$ cat src/rtl/lighthouse_emulator_if.sv
// Avalon-MM slave bus for the lighthouse emulator register file.
// Zero wait states: readdata is a combinational mux and waitrequest is always low.
interface lighthouse_emulator_if;
    logic [2:0]  address;
    logic        write;
    logic [31:0] writedata;
    logic        read;
    logic [31:0] readdata;
    logic        waitrequest;

    modport master (output address, write, writedata, read, input readdata, waitrequest);
    modport slave  (input address, write, writedata, read, output readdata, waitrequest);
endinterface

$ cat src/rtl/lighthouse_emulator.sv
// Lighthouse base-station emulator: length-coded sync flash + sweep pulse per cycle on sensor_o (one clock after the tick counter).
// Never stalls the bus; LIGHTHOUSE_EMULATOR_OOTX_EN adds OOTX payload serialisation through the sync data bit.
module lighthouse_emulator #(
    parameter int CYCLE_TICKS = 416667,
    parameter int SYNC_BASE   = 3125,
    parameter int SYNC_STEP   = 521,
    parameter int SWEEP_WIDTH = 500
) (
    input  logic                 clock,
    input  logic                 reset,
    lighthouse_emulator_if.slave bus,
    output logic                 sensor_o
);

    typedef enum logic [2:0] {IDLE, SYNC, GAP, SWEEP, TAIL} state_t;
    state_t state, state_nxt;

    logic [19:0] t, t_inc;
    logic [31:0] t_ext;
    logic        wrap, start;
    logic        ctrl_en, ctrl_skip;
    logic [19:0] sweep0, sweep1;
    logic        axis, new_axis;
    logic [15:0] cycle_cnt;
    logic [31:0] lat_len, lat_beg, lat_end;
    logic        lat_ok;
    logic        data_bit;
    logic [2:0]  code;
    logic [31:0] new_len, new_beg, new_end;
    logic        new_ok;
    logic        busy, overflow;
    logic [31:0] ootx_rd;
    logic        unused_bits;

    assign t_inc    = t + 20'd1;
    assign t_ext    = {12'd0, t_inc};
    assign wrap     = (state != IDLE) && (t == 20'(CYCLE_TICKS - 1));
    assign start    = ctrl_en && ((state == IDLE) || wrap);
    assign new_axis = (state == IDLE) ? 1'b0 : ~axis;

    // Parameters of the cycle about to begin, captured when the counter (re)enters tick 0.
    assign code    = {ctrl_skip, data_bit, new_axis};
    assign new_len = 32'(SYNC_BASE) + 32'(SYNC_STEP) * {29'd0, code};
    assign new_beg = {12'd0, (new_axis ? sweep1 : sweep0)};
    assign new_end = new_beg + 32'(SWEEP_WIDTH);
    assign new_ok  = (new_beg > new_len) && (new_end <= 32'(CYCLE_TICKS));

    always_comb begin
        state_nxt = state;
        case (state)
            IDLE: if (ctrl_en) state_nxt = SYNC;
            default: begin
                if (wrap)                  state_nxt = ctrl_en ? SYNC : IDLE;
                else if (t_ext < lat_len)  state_nxt = SYNC;
                else if (!lat_ok)          state_nxt = (state == SYNC) ? GAP : TAIL;
                else if (t_ext < lat_beg)  state_nxt = GAP;
                else if (t_ext < lat_end)  state_nxt = SWEEP;
                else                       state_nxt = TAIL;
            end
        endcase
    end

    always_ff @(posedge clock) begin
        if (reset) begin
            state     <= IDLE;
            t         <= 20'd0;
            sensor_o  <= 1'b0;
            ctrl_en   <= 1'b0;
            ctrl_skip <= 1'b0;
            sweep0    <= 20'd0;
            sweep1    <= 20'd0;
            axis      <= 1'b0;
            cycle_cnt <= 16'd0;
            lat_len   <= 32'd0;
            lat_beg   <= 32'd0;
            lat_end   <= 32'd0;
            lat_ok    <= 1'b0;
        end else begin
            state    <= state_nxt;
            t        <= ((state == IDLE) || wrap) ? 20'd0 : t_inc;
            sensor_o <= (state == SYNC) || (state == SWEEP);
            if (wrap) cycle_cnt <= cycle_cnt + 16'd1;
            if (start) begin
                axis    <= new_axis;
                lat_len <= new_len;
                lat_beg <= new_beg;
                lat_end <= new_end;
                lat_ok  <= new_ok;
            end
            if (bus.write) begin
                case (bus.address)
                    3'd0:    {ctrl_skip, ctrl_en} <= bus.writedata[1:0];
                    3'd1:    sweep0 <= bus.writedata[19:0];
                    3'd2:    sweep1 <= bus.writedata[19:0];
                    default: ;
                endcase
            end
        end
    end

`ifdef LIGHTHOUSE_EMULATOR_OOTX_EN
    logic [31:0] shreg;
    logic [5:0]  bit_cnt;
    logic        stuff;

    // Positions 16 and 33 of the 34-bit frame are stuffing ones; the shift register holds still there.
    assign stuff    = (bit_cnt == 6'd16) || (bit_cnt == 6'd33);
    assign data_bit = busy && (stuff || shreg[31]);
    assign ootx_rd  = shreg;

    always_ff @(posedge clock) begin
        if (reset) begin
            shreg    <= 32'd0;
            bit_cnt  <= 6'd0;
            busy     <= 1'b0;
            overflow <= 1'b0;
        end else begin
            if (bus.write && (bus.address == 3'd3) && !busy) begin
                shreg   <= bus.writedata;
                bit_cnt <= 6'd0;
                busy    <= 1'b1;
            end else if (start && busy) begin
                if (!stuff) shreg <= shreg << 1;
                bit_cnt <= bit_cnt + 6'd1;
                if (bit_cnt == 6'd33) busy <= 1'b0;
            end
            if (bus.write && (bus.address == 3'd3) && busy)
                overflow <= 1'b1;
            else if (bus.write && (bus.address == 3'd4) && bus.writedata[1])
                overflow <= 1'b0;
        end
    end
`else
    assign data_bit = 1'b0;
    assign busy     = 1'b0;
    assign overflow = 1'b0;
    assign ootx_rd  = 32'd0;
`endif

    always_comb begin
        bus.readdata = 32'hDEAD_BEEF;
        case (bus.address)
            3'd0:    bus.readdata = {30'd0, ctrl_skip, ctrl_en};
            3'd1:    bus.readdata = {12'd0, sweep0};
            3'd2:    bus.readdata = {12'd0, sweep1};
            3'd3:    bus.readdata = ootx_rd;
            3'd4:    bus.readdata = {cycle_cnt, 13'd0, axis, overflow, busy};
            default: ;
        endcase
    end

    assign bus.waitrequest = 1'b0;
    assign unused_bits     = &{1'b0, bus.read, bus.writedata};

endmodule
$ cat src/flat_wrapper.sv
// flat-port wrapper written by rule: the top's interface ports become plain ports
module lighthouse_emulator_flat 
#(
    parameter int CYCLE_TICKS = 416667,
    parameter int SYNC_BASE   = 3125,
    parameter int SYNC_STEP   = 521,
    parameter int SWEEP_WIDTH = 500
)
  (clock, reset, sensor_o, bus_address, bus_write, bus_writedata, bus_read, bus_readdata, bus_waitrequest);
  lighthouse_emulator_if bus_i ();
  input  logic clock;
  input  logic reset;
  output logic sensor_o;
  input wire logic [$bits(bus_i.address)-1:0] bus_address;
  input wire logic [$bits(bus_i.write)-1:0] bus_write;
  input wire logic [$bits(bus_i.writedata)-1:0] bus_writedata;
  input wire logic [$bits(bus_i.read)-1:0] bus_read;
  output wire logic [$bits(bus_i.readdata)-1:0] bus_readdata;
  output wire logic [$bits(bus_i.waitrequest)-1:0] bus_waitrequest;
  assign bus_i.address = bus_address;
  assign bus_i.write = bus_write;
  assign bus_i.writedata = bus_writedata;
  assign bus_i.read = bus_read;
  assign bus_readdata = bus_i.readdata;
  assign bus_waitrequest = bus_i.waitrequest;
  lighthouse_emulator #(.CYCLE_TICKS(CYCLE_TICKS), .SYNC_BASE(SYNC_BASE), .SYNC_STEP(SYNC_STEP), .SWEEP_WIDTH(SWEEP_WIDTH)) u_core (.clock(clock), .reset(reset), .bus(bus_i), .sensor_o(sensor_o));
endmodule
$ cat config.mk
export PLATFORM = sky130hd
export DESIGN_NAME = lighthouse_emulator_flat
export DESIGN_NICKNAME = d
export VERILOG_FILES = /design/src/rtl/lighthouse_emulator_if.sv /design/src/rtl/lighthouse_emulator.sv /design/src/flat_wrapper.sv
export SDC_FILE = /design/constraint.sdc
export NUM_CORES = 1
export LEC_CHECK = 0
export ABC_AREA = 1
export BUFFER_PORTS_ARGS = -buffer_cell sky130_fd_sc_hd__buf_2
export CAP_MARGIN = 20
export CORE_MARGIN = 3
export CORE_UTILIZATION = 55
export CTS_CLUSTER_SIZE = 40
export DETAILED_ROUTE_END_ITERATION = 8
export HOLD_SLACK_MARGIN = 0.06
export PLACE_DENSITY = 0.75
export SYNTH_ARGS = -nofsm -noshare
export SYNTH_HDL_FRONTEND = slang
export SYNTH_SLANG_ARGS = --single-unit
$ cat constraint.sdc
create_clock -name clock -period 3.65 [get_ports clock]
set_clock_uncertainty 0.2 [all_clocks]
set_input_delay 0.1825 -clock clock [delete_from_list [all_inputs] [get_ports clock]]
set_output_delay 0.1825 -clock clock [all_outputs]
set_load 0.02 [all_outputs]
==> impl_results.md <==
- Clk Latency, worst-skew pair: about 0.42 ns
- Overall global routing resource usage: between 20% and 30%
- Crit path time final: 3.19 ns
- First DRT Iteration DRCs: 599
- Crit Reg-Reg Endpoint: u_core.state[2]
- Cell Chain, Critical Path: inv_1 > nor2_2 > nand3_1 > nor2_1 > nand4_1 > inv_1 > nand3_1 > nor2_2 > nand3_1 > xor2_2 > inv_1 > ha_1 > nand2_1 > nor3_1 > nand2_1 > nand2_1 > nand2_1 > nand2_1 > nand2_1 > nor2_1
- # clock sinks: 131
- RSZ-0062 raised after global routing: no
- Die X: 126 um
- Setup slack, reg-to-reg: approximately 0.46 ns
- Slew Limit Fails: 0
- Register share of total power: 41.2%
- Core footprint: 14000 um^2
- Status: finished clean
- Met1 Resource Use GR: 34.3%
- Synth cell types: 48
- Critical path buffers and inverters: 3
- Min Hold Slack: 0.0953 ns
- Number of flops mapped to enable cells by yosys: 0
- TNS Setup: 0 ns
- PwrDens: 398 nW/um^2
- H-tree depth: 4
- GRT met2 Usage: 42.9%
- Fmax: 0.313 GHz
- Sequential fraction of the synthesis area: between 30% and 40%
- Crit-path most repeated cell: nand2_1
- DRT Pass-1 Iters: 5
- Area growth, synth to finish: 15.0%
- DR WL/cell: 14.4 um
- Initial Util: 56.7%
- RR Startpoint: u_core.t[2]
- Drt via density: 5.44
- Site row count: 43
- Maxcap violations: 0
- CTS root buf: clkbuf_16
- Critical path data required time: 3.81 ns
- TritonCTS Buffers: 17
- Clock power frac: a little over two fifths
- Logic pwr share: between 15 and 20%
- # port buffers: 58
- Setup ws final: 0.457 ns
- Most common cell after layout, fill and taps aside: nand2_1
- Cell internal pwr: 2.53 mW
- YS warnings: 0
- Dpl hpwl: 14300 um
- Synth Flop Type: dfxtp_1
- Hold Crit Class: in2reg
- P_leak: 4.09 nW
- P_sw: between 1 and 1.5 mW
- Register bit total from synthesis: 131
- Worst ir drop on vdd: 0.363 mV
- ANT nets after route: 0
- Layout Utilization: 65.2%
- Drt total wl: 20300 um
- Arr. time, crit path: ~3.4 ns
- WHS Endpoint: u_core.lat_len[0]
- DRC: 0
- Number of placed I/O pins: 73
- Final nets: 1318
- Cell area after synthesis: 7930 um^2
- Vias in the first global route: 7051
- M3 GR Usage: 5.77%
- Pre-CTS setup slack: 0.333 ns
- GR peak layer: met2
- Tcrit/Tclk final: 87.5%
- Die ar.: 15900 um^2
- Least-Margin Pin Slew: 0.967 ns
- Global placer's final weighted congestion: 0.870
- CTS tree: yes
- Syn nets: 1249
- Cells on worst reg2reg path: 20
- Critical path's slowest cell: dfxtp_1
- Worst setup SP type: flip-flop
- Post-CTS setup buffers: 0
- Max transition margin: between 30% and 40%
- First-pass GRT wire length: 34100 um
- Critical Path End Type: flip-flop
- Setup violations, final: 0
- Syn Area/Cell: about 7 um^2
- Vias: 7671
- Crit-path max FO: 4
- Layout cells sized above 1: about an eighth
- Ys async rst share: 0%
- Diodes inserted: 0
- Hold path start: reset
- Top delay family on crit path: simple AND/OR/NAND/NOR gates
- Die height: 126 um
- GR Overflow Total: 0
- Max Buffers Root-to-Sink: 2
- Hold path depth: 3
- Net Sw Frac: 30.3%
- Pin count of the biggest net entering global routing: 84
- Crit-path max cell delay: approximately 0.38 ns
- Most frequent cells in the layout: nand2_1, inv_1, dfxtp_1, a21oi_1, o21ai_0
- CTS clk-pin slew, worst paths: roughly 0.060 ns
- Initial antenna violation count: 0
- Pwr Total: 3.63 mW
- Synth Instances: 1150
- Final Hold Violating Endpoints: 0
- Setup Crit Path Kind: reg2reg
area by class of cell:
type | count | area [um^2]
clock buffers | 17 | 425
clock inverters | 14 | 110
fillers | 1299 | 4870
inverters | 191 | 717
multi-input cells | 786 | 4410
flip-flops and latches | 131 | 2620
well taps | 180 | 225
repair buffers | 92 | 611
registers in the layout, indices dropped and copies added (netlist names):
register	cells
u_core.ctrl_en	1
u_core.ctrl_skip	1
u_core.cycle_cnt	16
u_core.lat_beg	20
u_core.lat_end	19
u_core.lat_len	9
u_core.lat_ok	1
u_core.sensor_o	1
u_core.state	3
u_core.sweep0	20
u_core.sweep1	20
u_core.t	20
per-layer routing:
| layer | vias to the layer above | wire length, um | part of all wire (%) |
|---|---|---|---|
| met5 | - | 0 | 0 |
| met4 | 0 | 376 | 1.9 |
| met3 | 28 | 1330 | 6.6 |
| met2 | 235 | 9520 | 47 |
| met1 | 3481 | 9080 | 45 |
| li1 | 3927 | - | - |
stage by stage:
step | std cells | cell area [um^2]
after global placement | 1358 | 8340
after global routing | 1411 | 9120
final | 1411 | 9120
after floorplan | 1150 | 7930
after CTS | 1410 | 9080
after detailed placement | 1358 | 8340
synthesized netlist by cell type, types with 2 or more instances:
cell type | n | area (um^2)
nand2_1 | 191 | 717
inv_1 | 181 | 679
dfxtp_1 | 131 | 2620
a21oi_1 | 117 | 586
o21ai_0 | 108 | 541
nor2_1 | 98 | 368
nand3_1 | 64 | 320
ha_1 | 60 | 751
clkbuf_1 | 34 | 128
nor3_1 | 22 | 110
nand4_1 | 14 | 87.6
xor2_1 | 13 | 114
o221ai_1 | 12 | 105
nand2_2 | 10 | 62.6
nor4_1 | 10 | 62.6
a211oi_1 | 9 | 67.6
inv_2 | 6 | 22.5
nand2_4 | 6 | 67.6
nor2_2 | 6 | 37.5
a31oi_1 | 4 | 25.0
clkinv_1 | 4 | 15.0
o211ai_1 | 4 | 30.0
a21o_1 | 3 | 22.5
buf_6 | 3 | 33.8
nor3_2 | 3 | 30.0
o21a_1 | 3 | 22.5
o22ai_1 | 3 | 18.8
buf_2 | 2 | 10.0
nand3_2 | 2 | 20.0
nand3b_1 | 2 | 15.0
nor3b_1 | 2 | 15.0
nor3b_2 | 2 | 25.0
o2111ai_1 | 2 | 17.5
o21ai_4 | 2 | 32.5
o21bai_1 | 2 | 15.0
or2_2 | 2 | 12.5
xor2_2 | 2 | 32.5
power groups by stage:
stage	Clock, mW	Combinational, mW	Sequential, mW
after floorplan	0	0.412	1.52
after global placement	0	0.537	1.52
after detailed placement	0	0.547	1.52
after CTS	1.58	0.569	1.49
after global routing	1.64	0.647	1.50
final	1.56	0.576	1.49
timing repair:
item,4_1_cts,5_1_grt
hold buffers,21,0
gates resized for setup,0,6
endpoints found under the setup margin,0,3
hold endpoints to repair,42,0
how the worst max path moves through the flow:
stage           startpoint               to  slack (ns)  cells after the start
4_1_cts        u_core.t[0]  u_core.state[2]        0.23                     20
5_1_grt        u_core.t[2]  u_core.state[0]        0.01                     19
3_5_place_dp   u_core.t[0]  u_core.state[0]        0.33                     22
2_1_floorplan  u_core.t[0]  u_core.state[0]        0.74                     21
6_report       u_core.t[2]  u_core.state[2]        0.46                     20
3_3_place_gp   u_core.t[0]  u_core.state[0]        0.43                     22
worst reg2reg max path: cells and delay by family (launching register included):
family | cells | cell delay [ns]
xor+xnor | 1 | 0.19
fa+ha+maj | 1 | 0.33
buf+inv | 3 | 0.30
flops | 1 | 0.38
simple gates | 15 | 1.73
cell families (layout without fill, tap and decap cells):
family	Yosys count	count (layout)	synth area share [%]
other	1	1	0.0473
adders and majority gates	60	60	9.46
and+or+nand+nor	436	436	24.8
DFF	131	131	33.1
AOI/OAI and AO/OA	273	273	19.1
buffers and inverters	233	314	11.6
xor gates and xnor gates	16	16	1.96
No activity file was read; power rests on OpenSTA's default activity.
